## config.mk

```make
export PLATFORM = sky130hd
export DESIGN_NAME = user_locked_regfile
export DESIGN_NICKNAME = d
export VERILOG_FILES = /design/src/rtl/user_locked_regfile.sv
export SDC_FILE = /design/constraint.sdc
export NUM_CORES = 1
export LEC_CHECK = 0
export CAP_MARGIN = 20
export CORE_ASPECT_RATIO = 1.75
export CORE_UTILIZATION = 44
export CTS_CLUSTER_SIZE = 12
export DETAILED_ROUTE_END_ITERATION = 6
export PLACE_DENSITY = 0.76
export SYNTH_ARGS = -nofsm -noshare
export SYNTH_HDL_FRONTEND = slang
export SYNTH_SLANG_ARGS = --single-unit
```

## constraint.sdc

```tcl
create_clock -name clk -period 1.6 [get_ports clk]
set_input_delay 0.24 -clock clk [delete_from_list [all_inputs] [get_ports clk]]
set_output_delay 0.24 -clock clk [all_outputs]
set_load 0.05 [all_outputs]
```

## src/rtl/user_locked_regfile.sv

```systemverilog
// Bank of NUM_REGS registers. Only AUTH_ID may write or lock them. Each register has a sticky
// lock bit. Rejected requests are counted as violations, and reaching MAX_VIOL of them starts a
// timed global lockout.
module user_locked_regfile #(
    parameter int unsigned       DATA_W      = 8,
    parameter int unsigned       NUM_REGS    = 4,
    parameter int unsigned       ID_W        = 2,
    parameter int unsigned       AUTH_ID     = 2,
    parameter logic [DATA_W-1:0] RESET_VAL   = '0,
    parameter int unsigned       MAX_VIOL    = 3,
    parameter int unsigned       LOCKOUT_CYC = 16,
    localparam int unsigned      ADDR_W      = $clog2(NUM_REGS)
) (
    input  logic                       clk,
    input  logic                       rst,
    input  logic [ID_W-1:0]            usr_id,
    input  logic                       wr_en,
    input  logic                       lock_en,
    input  logic [ADDR_W-1:0]          wr_addr,
    input  logic [DATA_W-1:0]          wr_data,
    input  logic                       rd_en,
    input  logic [ADDR_W-1:0]          rd_addr,
    output logic [DATA_W-1:0]          rd_data,
    output logic                       rd_valid,
    output logic                       wr_ack,
    output logic                       wr_err,
    output logic [NUM_REGS-1:0]        locked,
    output logic                       lockout,
    output logic [NUM_REGS*DATA_W-1:0] q_out
);

    localparam int unsigned VIOL_W = 8;
    localparam int unsigned TMR_W  = (LOCKOUT_CYC > 1) ? $clog2(LOCKOUT_CYC) : 1;

    typedef enum logic {
        ST_OPEN    = 1'b0,
        ST_LOCKOUT = 1'b1
    } state_e;

    state_e                     state_q, state_d;
    logic [TMR_W-1:0]           timer_q, timer_d;
    logic [VIOL_W-1:0]          viol_cnt_q, viol_cnt_d;
    logic [NUM_REGS*DATA_W-1:0] regs_q, regs_d;
    logic [NUM_REGS-1:0]        locked_q, locked_d;
    logic [DATA_W-1:0]          rd_data_q, rd_data_d;
    logic                       rd_valid_q, rd_valid_d;
    logic                       wr_ack_q, wr_ack_d;
    logic                       wr_err_q, wr_err_d;
    logic                       lockout_q, lockout_d;

    logic                       wr_hit;
    logic                       wr_tgt_locked;
    logic [DATA_W-1:0]          rd_val;
    logic                       req;
    logic                       is_auth;
    logic                       accept;
    logic                       violation;
    logic [VIOL_W-1:0]          viol_inc;

    // Address decode: a write target must be in range. An out-of-range read returns zero.
    always_comb begin
        wr_hit        = 1'b0;
        wr_tgt_locked = 1'b0;
        rd_val        = '0;
        for (int i = 0; i < NUM_REGS; i++) begin
            if (wr_addr == ADDR_W'(i)) begin
                wr_hit        = 1'b1;
                wr_tgt_locked = locked_q[i];
            end
            if (rd_addr == ADDR_W'(i)) begin
                rd_val = regs_q[i*DATA_W +: DATA_W];
            end
        end
    end

    // Request qualification and violation classification
    always_comb begin
        req       = wr_en | lock_en;
        is_auth   = (usr_id == ID_W'(AUTH_ID));
        accept    = (state_q == ST_OPEN) & is_auth & wr_hit & ~wr_tgt_locked;
        violation = (state_q == ST_OPEN) & req & ~accept & (~is_auth | wr_tgt_locked);
        viol_inc  = viol_cnt_q + VIOL_W'(1);
    end

    // Next-state logic: register/lock updates, lockout FSM, registered responses
    always_comb begin
        state_d    = state_q;
        timer_d    = timer_q;
        viol_cnt_d = viol_cnt_q;
        regs_d     = regs_q;
        locked_d   = locked_q;
        rd_data_d  = rd_data_q;
        rd_valid_d = rd_en;
        wr_ack_d   = req & accept;
        wr_err_d   = req & ~accept;

        if (rd_en) begin
            rd_data_d = rd_val;
        end

        for (int i = 0; i < NUM_REGS; i++) begin
            if (req && accept && (wr_addr == ADDR_W'(i))) begin
                if (wr_en) begin
                    regs_d[i*DATA_W +: DATA_W] = wr_data;
                end
                if (lock_en) begin
                    locked_d[i] = 1'b1;
                end
            end
        end

        case (state_q)
            ST_OPEN: begin
                if (violation) begin
                    if (viol_inc == VIOL_W'(MAX_VIOL)) begin
                        state_d    = ST_LOCKOUT;
                        timer_d    = TMR_W'(LOCKOUT_CYC - 1);
                        viol_cnt_d = '0;
                    end else begin
                        viol_cnt_d = viol_inc;
                    end
                end
            end
            ST_LOCKOUT: begin
                if (timer_q == '0) begin
                    state_d = ST_OPEN;
                end else begin
                    timer_d = timer_q - TMR_W'(1);
                end
            end
            default: state_d = ST_OPEN;
        endcase

        lockout_d = (state_d == ST_LOCKOUT);
    end

    // State registers with synchronous reset
    always_ff @(posedge clk) begin
        if (rst) begin
            state_q    <= ST_OPEN;
            timer_q    <= '0;
            viol_cnt_q <= '0;
            regs_q     <= {NUM_REGS{RESET_VAL}};
            locked_q   <= '0;
            rd_data_q  <= '0;
            rd_valid_q <= 1'b0;
            wr_ack_q   <= 1'b0;
            wr_err_q   <= 1'b0;
            lockout_q  <= 1'b0;
        end else begin
            state_q    <= state_d;
            timer_q    <= timer_d;
            viol_cnt_q <= viol_cnt_d;
            regs_q     <= regs_d;
            locked_q   <= locked_d;
            rd_data_q  <= rd_data_d;
            rd_valid_q <= rd_valid_d;
            wr_ack_q   <= wr_ack_d;
            wr_err_q   <= wr_err_d;
            lockout_q  <= lockout_d;
        end
    end

    assign rd_data  = rd_data_q;
    assign rd_valid = rd_valid_q;
    assign wr_ack   = wr_ack_q;
    assign wr_err   = wr_err_q;
    assign locked   = locked_q;
    assign lockout  = lockout_q;
    assign q_out    = regs_q;

endmodule

```

==> qor.csv <==
metric,value,unit
fin_ws,-104,ps
slew_headroom,0.766,
via_per_inst,5.19,
postRouteWirelength,6610,um
path_max_fanout,5,
synth_edf_count,0,
required,1880,ps
synthToLayoutAreaGrowth,49.4,%
num_vias,2309,
clk_latency,330,ps
ant_nets,0,
antenna_cells,0,
syn_area_per_cell,10.1,sq um
drtIter0Drc,85,
cts_made_buffers,9,
finClkSkew,5.24,ps
drive_gt1_frac,0.384,
grt_usage,0.228,
dp_hpwl,4740,um
slew_violations,0,
cap_viol_max_count,0,
clkSinkCount,60,
grt_max_degree,40,
overflow,0,
dr.pass1.iters,4,
grt_pass1_wl,10600,um
ys.flop_type,dfxtp_1,
p_leak,0.00170,uW
yosys_warnings,0,
instances_no_fill,445,
cts_buffer_depth,2,
synth_seq_cells,60,
rsz0062_at_grt,true,
crit_arrival,1980,ps
die_h,104,um
ir_drop,0.000739,V
finalHoldViolations,0,
die_area,0.00632,sq mm
syn_area,0.00264,sq mm
die_w,60.5,um
filler_cell_count,477,
finalSetupTns,-547,ps
max_slew.worst_pin.slew,342,ps
setup_viol,7,
final_cell_mix,"buf_4 (79), nor2_1 (56), dfxtp_1 (53)",
p_total,3730,uW
violations,setup timing,
netlist.area_leader.share,0.455,
htree_levels,3,
fin_nets,385,
core,0.00583,sq mm
wl_per_cell,14.8,um
port_buffers,66,
syn-num-nets,283,
seq_power_share,0.421,
finalCritPeriodShare,1.06,
gp_congestion,0.847,
path_clk_slew,70,ps
num_rows,37,
fmax,587,MHz
async_flop_share,0,
root_buffer,clkbuf_8,
power.density,946,mW/mm^2
ys_top_cells_by_area,"dfxtp_1 (46%), mux2i_1 (16%), nor2_1 (8.0%)",
mostFrequentLayoutCell,buf_4,
start_util,0.452,
seq_area_frac_synth,0.455,
hold-worst-slack,258,ps
hold_path_class,in2reg,
multi_input_comb_area,0.00146,sq mm
p_comb_frac,0.129,
synth_area_leader_cell,dfxtp_1,
sw_frac_of_total,0.239,
cts_tree,built,
critPathLaunchType,flip-flop,
clkPwrFrac,0.449,
place_inst,423,
dpl_worst_slack,-420,ps
seq_area,0.00121,sq mm
p_switching,892,uW
status,"finished, violations left",
pin_count,67,
drc_errors,0,
synth_cells,260,
grt_pass1_vias,2283,
internal_power,2840,uW
fin_crit,1700,ps
antenna_found_initial,0,
endpoint_kind,flip-flop,
path_class,reg2reg,
ys_types,41,
-- critical path, cell delays in order, from the launching register on --
cell,delay (ps)
dfxtp_4,370
ha_4,170
and3_4,170
a21boi_4,140
a2111oi_4,410
and2_4,250
o31a_2,140
-- path summary, 6_finish.rpt --
| check | cells past startpoint | from | to | slack [ps] |
|---|---|---|---|---|
| worst max-delay path | 6 | viol_cnt_q[1] | timer_q[1] | -100 |
| worst min register to register | 2 | rd_data[7] | rd_data[7] | 500 |
| worst min-delay path | 2 | rst | locked[1] | 260 |
| worst max register to register | 6 | viol_cnt_q[1] | timer_q[1] | -100 |
-- cell families after synthesis --
kind of cell / count (synthesis) / synth area share
AND/OR/NAND/NOR: 93 / 0.169
flip-flops: 60 / 0.455
multiplexers: 50 / 0.228
AO/OA/AOI/OAI: 25 / 0.0725
buffers and inverters: 20 / 0.0299
XOR/XNOR: 8 / 0.0266
adder cells (fa/ha/maj): 4 / 0.0190
-- stage by stage --
step | util | instance area, sq um
floorplan | - | 2700
global placement | 0.617 | 3600
detailed placement | 0.617 | 3600
CTS | 0.667 | 3890
global route | 0.676 | 3940
finish | 0.676 | 3940
-- power by group through the flow --
stage | Sequential (uW) | Combinational [uW] | Clock, uW
2_1_floorplan | 1670 | 185 | 0
3_3_place_gp | 1610 | 436 | 0
3_5_place_dp | 1610 | 443 | 0
4_1_cts | 1570 | 464 | 1700
5_1_grt | 1570 | 517 | 1770
6_report | 1570 | 481 | 1670
-- flip-flops by register name, indices dropped and copies added (netlist names) --
register	cells
rd_valid	1
wr_ack	1
locked	4
timer_q	4
rd_data	8
q_out	32
viol_cnt_q	8
wr_err	1
lockout	1
-- cells in the mapped netlist (all sizes together) (4+ instances only) --
cell type  number
dfxtp          60
inv             7
mux4            8
nand3           5
mux2i          42
clkbuf          8
nand2           7
a21oi           9
nor3            4
buf             5
xor2            6
ha              4
nor2           57
-- metal layers --
metal | global-route usage | up-vias | part of all wire
met5 | 0 | - | 0
met1 | 0.237 | 1119 | 0.38
met4 | 0.109 | 0 | 0.034
met2 | 0.406 | 53 | 0.56
li1 | - | 1117 | -
met3 | 0.0522 | 20 | 0.031
-- layout make-up --
type,instances,area share
Multi-Input combinational cell,180,0.370
Tap cell,78,0.0248
Inverter,7,0.00667
Timing Repair Buffer,104,0.227
Clock buffer,10,0.0349
Clock inverter,6,0.0283
Sequential cell,60,0.308
-- what timing repair did --
item / CTS / global route
setup endpoints to repair: 16 / 9
hold buffers: 0 / 0
resized for setup: 10 / 5
pin swaps: 6 / 12
buffers inserted: 3 / 3
Power figures use the tool's default switching activity.
==> edit 1: new RTL, same settings <==
Change the parameter `LOCKOUT_CYC` from 16 to 32.
--- a/src/rtl/user_locked_regfile.sv
+++ b/src/rtl/user_locked_regfile.sv
@@ -8,7 +8,7 @@
     parameter int unsigned       AUTH_ID     = 2,
     parameter logic [DATA_W-1:0] RESET_VAL   = '0,
     parameter int unsigned       MAX_VIOL    = 3,
-    parameter int unsigned       LOCKOUT_CYC = 16,
+    parameter int unsigned       LOCKOUT_CYC = 32,
     localparam int unsigned      ADDR_W      = $clog2(NUM_REGS)
 ) (
     input  logic                       clk,
Behaviour: same outputs for any inputs over 10 cycles, from zero or initial values and one cycle with rst high; that may be too few to reach the edited logic, so the function may still have changed.
==> edit 1 against the original RTL <==
  * Die area grew 4.3%
  * Highest routed layer unchanged
  * Critical path type unchanged
  * Power shrank 8.9%
  * Final area grew 0.67%
  * Global-route usage shrank 1.2 points
  * Critical path depth grew 2
  * Count of clock-buffer cells in the layout is the same
  * Utilization shrank 1.1 points
  * Via count grew 1.5%
  * Routed wire length is the same
  * Setup slack gained 84 ps
  * The flow still finishes with violations (setup timing)
  * Area after synthesis grew 4.5%
  * Clock skew grew 4.0 ps
  * Non-clock buffer count grew 3
  * Sequential cell count grew 1
==> edit 1: results (changes against the original RTL) <==
Clock tree
The number of gates resized after CTS is 29 (+19). The worst-case clock buffer depth is 2 (unchanged). The total CTS buffers is 9 (unchanged).

The clock transition at the register clock pins on the worst setup and hold paths after CTS is 80 ps. The total number of H-tree levels was 3 (unchanged). The number of setup buffers added after CTS came to 5 (+2).

Timing
The final-report setup violation count was 2 (-5). The measured slew at the worst slew-check pin is 504.9 ps (+163.2 ps). The largest clock skew in the final design came to 9.207 ps (+3.964 ps). The worst-case setup margin in the final layout is -19.67 ps (+84.21 ps).

Setup path
STA classifies the critical path startpoint as a flip-flop. The stage delay of the slowest cell on the critical path is 370 ps (-40 ps). The data arrival time of the critical path is 1890 ps (-90 ps). The kind of cell adding the most delay to the critical path is simple AND/OR/NAND/NOR gates. The peak fanout along the critical path was 4 (-1).

The slowest stage of the critical path belongs to the cell sky130_fd_sc_hd__dfxtp_4.

Placed design
The number of buffers inserted by port buffering came to 66 (unchanged). The worst setup timing slack at the placement stage is -694.2 ps (-274.2 ps). The HPWL reported at the end of detailed placement was 4808 µm (+1.5%).

The global placement routability congestion is 0.8207 (-3.2%).

Yosys
The post-synthesis adder-cell area fraction is 1.816% (-0.081 points). The number of library cell types mapped by synthesis is 42 (+2.4%). The post-synthesis mux area share is 22.70% (-0.063 points). After synthesis, the cell types taking the most area are sky130_fd_sc_hd__dfxtp_1 (44%), sky130_fd_sc_hd__mux2i_1 (15%), sky130_fd_sc_hd__nor2_1 (7.6%). The post-synthesis xor/xnor area fraction was 2.224% (-0.43 points). The async set or reset register ratio after synthesis came to 0% (unchanged).

The share of the yosys chip area belonging to registers came to 44.30% (-1.2 points). The post-synthesis compound-gate area fraction came to 8.080% (+0.83 points). The synthesized net count is 291 (+2.8%). By count the netlist is led by sky130_fd_sc_hd__dfxtp_1 (61), sky130_fd_sc_hd__nor2_1 (56), sky130_fd_sc_hd__mux2i_1 (40).

Final layout
The number of inserted diodes is 0 (unchanged). The share of layout cells above drive strength 1 is 40.48% (+2.1 points). The number of nets in the layout is 391 (+1.6%).

The count of filler cells inserted in the layout is 497 (+4.2%).

Worst hold path
The path class of the lowest-slack min-delay path is input pin to flip-flop.

Status
The run finished, with violations left. The final reports fail on setup timing.

Power and ir drop
The leakage power total is 0.001815 µW (+6.5%). The power in the clock group is 1270 µW (-24%). The switching power total was 971.4 µW (+8.9%).

The combinational power came to 536 µW (+11%). The peak supply drop is 0.6892 mV (-6.7%).

Global route
The wire length of the first global-routing pass came to 10,670 µm (+0.78%). The number of global-route vias before repair is 2,378 (+4.2%). The total global routing track utilization came to 21.55% (-1.2 points). The largest net degree at the start of global routing is 39 (-2.5%).

Route
The violation count after the first detailed-route iteration is 94 (+11%). The number of vias after detailed routing came to 2,344 (+1.5%). The post-detailed-route wirelength per cell is 14.65 µm (-1.3%). The remaining antenna violation count after routing is 0 (unchanged).
-- edit 1: cell types whose count changed after synthesis, moves of 3 or more --
| cell | change |
|---|---|
| sky130_fd_sc_hd__a221oi_1 | +3 |
| sky130_fd_sc_hd__a31oi_1 | +5 |
| sky130_fd_sc_hd__buf_6 | +3 |
| sky130_fd_sc_hd__nand3_1 | -4 |
| sky130_fd_sc_hd__nand4_1 | +4 |
| sky130_fd_sc_hd__or3_1 | +3 |
-- edit 1: cell type report --
cell class | count | area share (%)
inverter | 7 | 0.6623
timing repair buffer | 107 | 22.71
multi-input combinational | 182 | 38.00
clock inverter | 6 | 1.167
sequential | 61 | 31.54
tap | 78 | 2.460
clock buffer | 10 | 3.469
-- edit 1: through the flow --
stage | total power, µW | instances | setup TNS, ps | area (µm²)
2_1_floorplan | 1907 | 268 | -202.0 | 2784
3_3_place_gp | 2093 | 430 | -24960 | 3620
3_5_place_dp | 2103 | 430 | -26630 | 3620
4_1_cts | 3398 | 451 | -131.5 | 3915
5_1_grt | 3545 | 451 | -723.4 | 3968
6_report | 3396 | 451 | -29.60 | 3968
-- edit 1: path summary, 6_finish.rpt --
kind	cells past startpoint	startpoint	endpoint	slack [ps]
hold reg to reg	1	lockout	wr_ack	480
setup / recovery	8	viol_cnt_q[0]	timer_q[0]	-20
hold / removal	2	rst	rd_data[1]	350
setup reg to reg	8	viol_cnt_q[0]	timer_q[0]	-20
-- edit 1: per-layer routing --
layer | up-vias | part of all wire, % | GRT usage, %
li1 | 1149 | - | -
met1 | 1132 | 39 | 23.52
met2 | 49 | 57 | 38.25
met3 | 14 | 2.5 | 3.739
met4 | 0 | 2.0 | 10.00
met5 | - | 0 | 0
==> edit 2: new RTL, same settings <==
Without the edit above. `rd_data_q` no longer has a reset.
--- a/src/rtl/user_locked_regfile.sv
+++ b/src/rtl/user_locked_regfile.sv
@@ -142,7 +142,6 @@
             viol_cnt_q <= '0;
             regs_q     <= {NUM_REGS{RESET_VAL}};
             locked_q   <= '0;
-            rd_data_q  <= '0;
             rd_valid_q <= 1'b0;
             wr_ack_q   <= 1'b0;
             wr_err_q   <= 1'b0;
@@ -153,12 +152,15 @@
             viol_cnt_q <= viol_cnt_d;
             regs_q     <= regs_d;
             locked_q   <= locked_d;
-            rd_data_q  <= rd_data_d;
             rd_valid_q <= rd_valid_d;
             wr_ack_q   <= wr_ack_d;
             wr_err_q   <= wr_err_d;
             lockout_q  <= lockout_d;
         end
+    end
+
+    always_ff @(posedge clk) begin
+        rd_data_q <= rd_data_d;
     end
 
     assign rd_data  = rd_data_q;
Formal check against the unedited RTL: differs if rst is asserted again (counterexample within 4 cycles, from zero or initial values and one cycle with rst high); with rst held inactive, the same outputs for 10 cycles.
==> edit 2 against the original RTL <==
  * The run still ends with setup timing left
  * Area after synthesis fell by 1.3%
  * Global-route usage rose by 0.21 points
  * Non-clock buffer count fell by 2
  * Sequential cell count unchanged
  * Routed wire length is 1.6% higher
  * Final area decreased by 2.7%
  * Power down 9.3%
  * Highest routed layer unchanged
  * Setup slack worse by 29 ps
  * Critical endpoint is now timer_q[3]
==> edit 2: results (changes against the original RTL) <==
Global route
The wire length of the first global-routing pass came to 10,560 µm (-0.26%). The global routing usage on met1 was 23.99% (+0.31 points). The number of global-route vias before repair was 2,197 (-3.8%).

Power and ir drop
The leakage power total is 0.001780 µW (+4.5%).

Placed design
The HPWL reported at the end of detailed placement was 4784 µm (+1.0%). The worst setup timing slack at the placement stage is -409.7 ps (+10.39 ps). The global placement routability congestion was 0.8245 (-2.7%). The instance area at placement was 3548 µm² (-1.4%).

Route
The post-detailed-routing wire length is 6713 µm (+1.6%). The post-detailed-route via-to-cell ratio came to 5.287 (+1.9%). The total met3 wirelength after detailed routing came to 198 µm (-3.4%).

The routed length on met1 is 2431 µm (-2.8%).

Yosys
The synthesized net count is 266 (-6.0%). Counting instances in the post-synthesis netlist gives the leading cell types as sky130_fd_sc_hd__dfxtp_1 (52), sky130_fd_sc_hd__nor2_1 (49), sky130_fd_sc_hd__mux2i_1 (34). The post-synthesis xor/xnor area fraction was 2.690% (+0.034 points). The post-synthesis compound-gate area fraction was 7.349% (+0.094 points).

The post-synthesis adder-cell area fraction is 1.921% (+0.025 points). The share of the yosys chip area belonging to registers was 49.18% (+3.7 points).

Status
The final reports fail on setup timing. The flow ran to the end, but the final reports show violations.

Timing
The remaining max-slew budget at the tightest pin was 76.18% (-0.39 points). The final-report setup violation count is 7 (unchanged). The worst-case setup margin in the final layout is -133.2 ps (-29.33 ps). The final sum of negative setup slack came to -667.9 ps (-120.7 ps).

Setup path
The data arrival time of the critical path came to 2010 ps (+30 ps).

Final layout
The number of nets in the layout is 367 (-4.7%). The share of layout cells above drive strength 1 is 40.69% (+2.3 points).
-- edit 2: worst reg2reg max path: stages, from the launching register on --
cell and delay, ps:
sky130_fd_sc_hd__dfxtp_4 370, sky130_fd_sc_hd__ha_4 170, sky130_fd_sc_hd__and3_4 180, sky130_fd_sc_hd__a21boi_4 140, sky130_fd_sc_hd__a2111oi_4 410, sky130_fd_sc_hd__and2_4 250, sky130_fd_sc_hd__o311a_1 160
-- edit 2: stage by stage --
step | hold WS, ps | std cells | total power (µW) | utilization (%)
3_5_place_dp | 469.4 | 404 | 2119 | 63.02
6_report | 461.5 | 425 | 3381 | 68.13
2_1_floorplan | 352.5 | 243 | 1908 | -
3_3_place_gp | 467.6 | 404 | 2108 | 63.02
4_1_cts | 497.3 | 422 | 3387 | 67.07
5_1_grt | 478.4 | 425 | 3497 | 68.13
-- edit 2: final cells by class --
cell class	count	area, µm²
Clock buffer	12	165.2
Clock inverter	4	22.52
Fill cell	459	1794
Inverter	6	22.52
Multi-Input combinational cell	165	1359
Sequential cell	60	1296
Tap cell	76	95.09
Timing Repair Buffer	102	875.8
-- edit 2: power breakdown --
group,switching [µW],internal [µW]
sequential,41.7,1570
combinational,275,229
clock,584,680
-- edit 2: worst max path at each step --
stage	startpoint	endpoint	slack [ps]	cells after the start
detailed placement	wr_addr[0]	q_out[18]	-410	6
finish	viol_cnt_q[1]	timer_q[3]	-130	6
floorplan	lockout	q_out[0]	10	4
CTS	viol_cnt_q[1]	timer_q[3]	-100	5
global placement	wr_addr[0]	q_out[22]	-360	6
global route	viol_cnt_q[0]	timer_q[3]	-180	6
-- edit 2: timing repair --
action / CTS / global route
resized for setup: 7 / 8
endpoints found under the setup margin: 16 / 34
pin swaps: 1 / 12
setup buffers: 2 / 3
cloned: 0 / 0
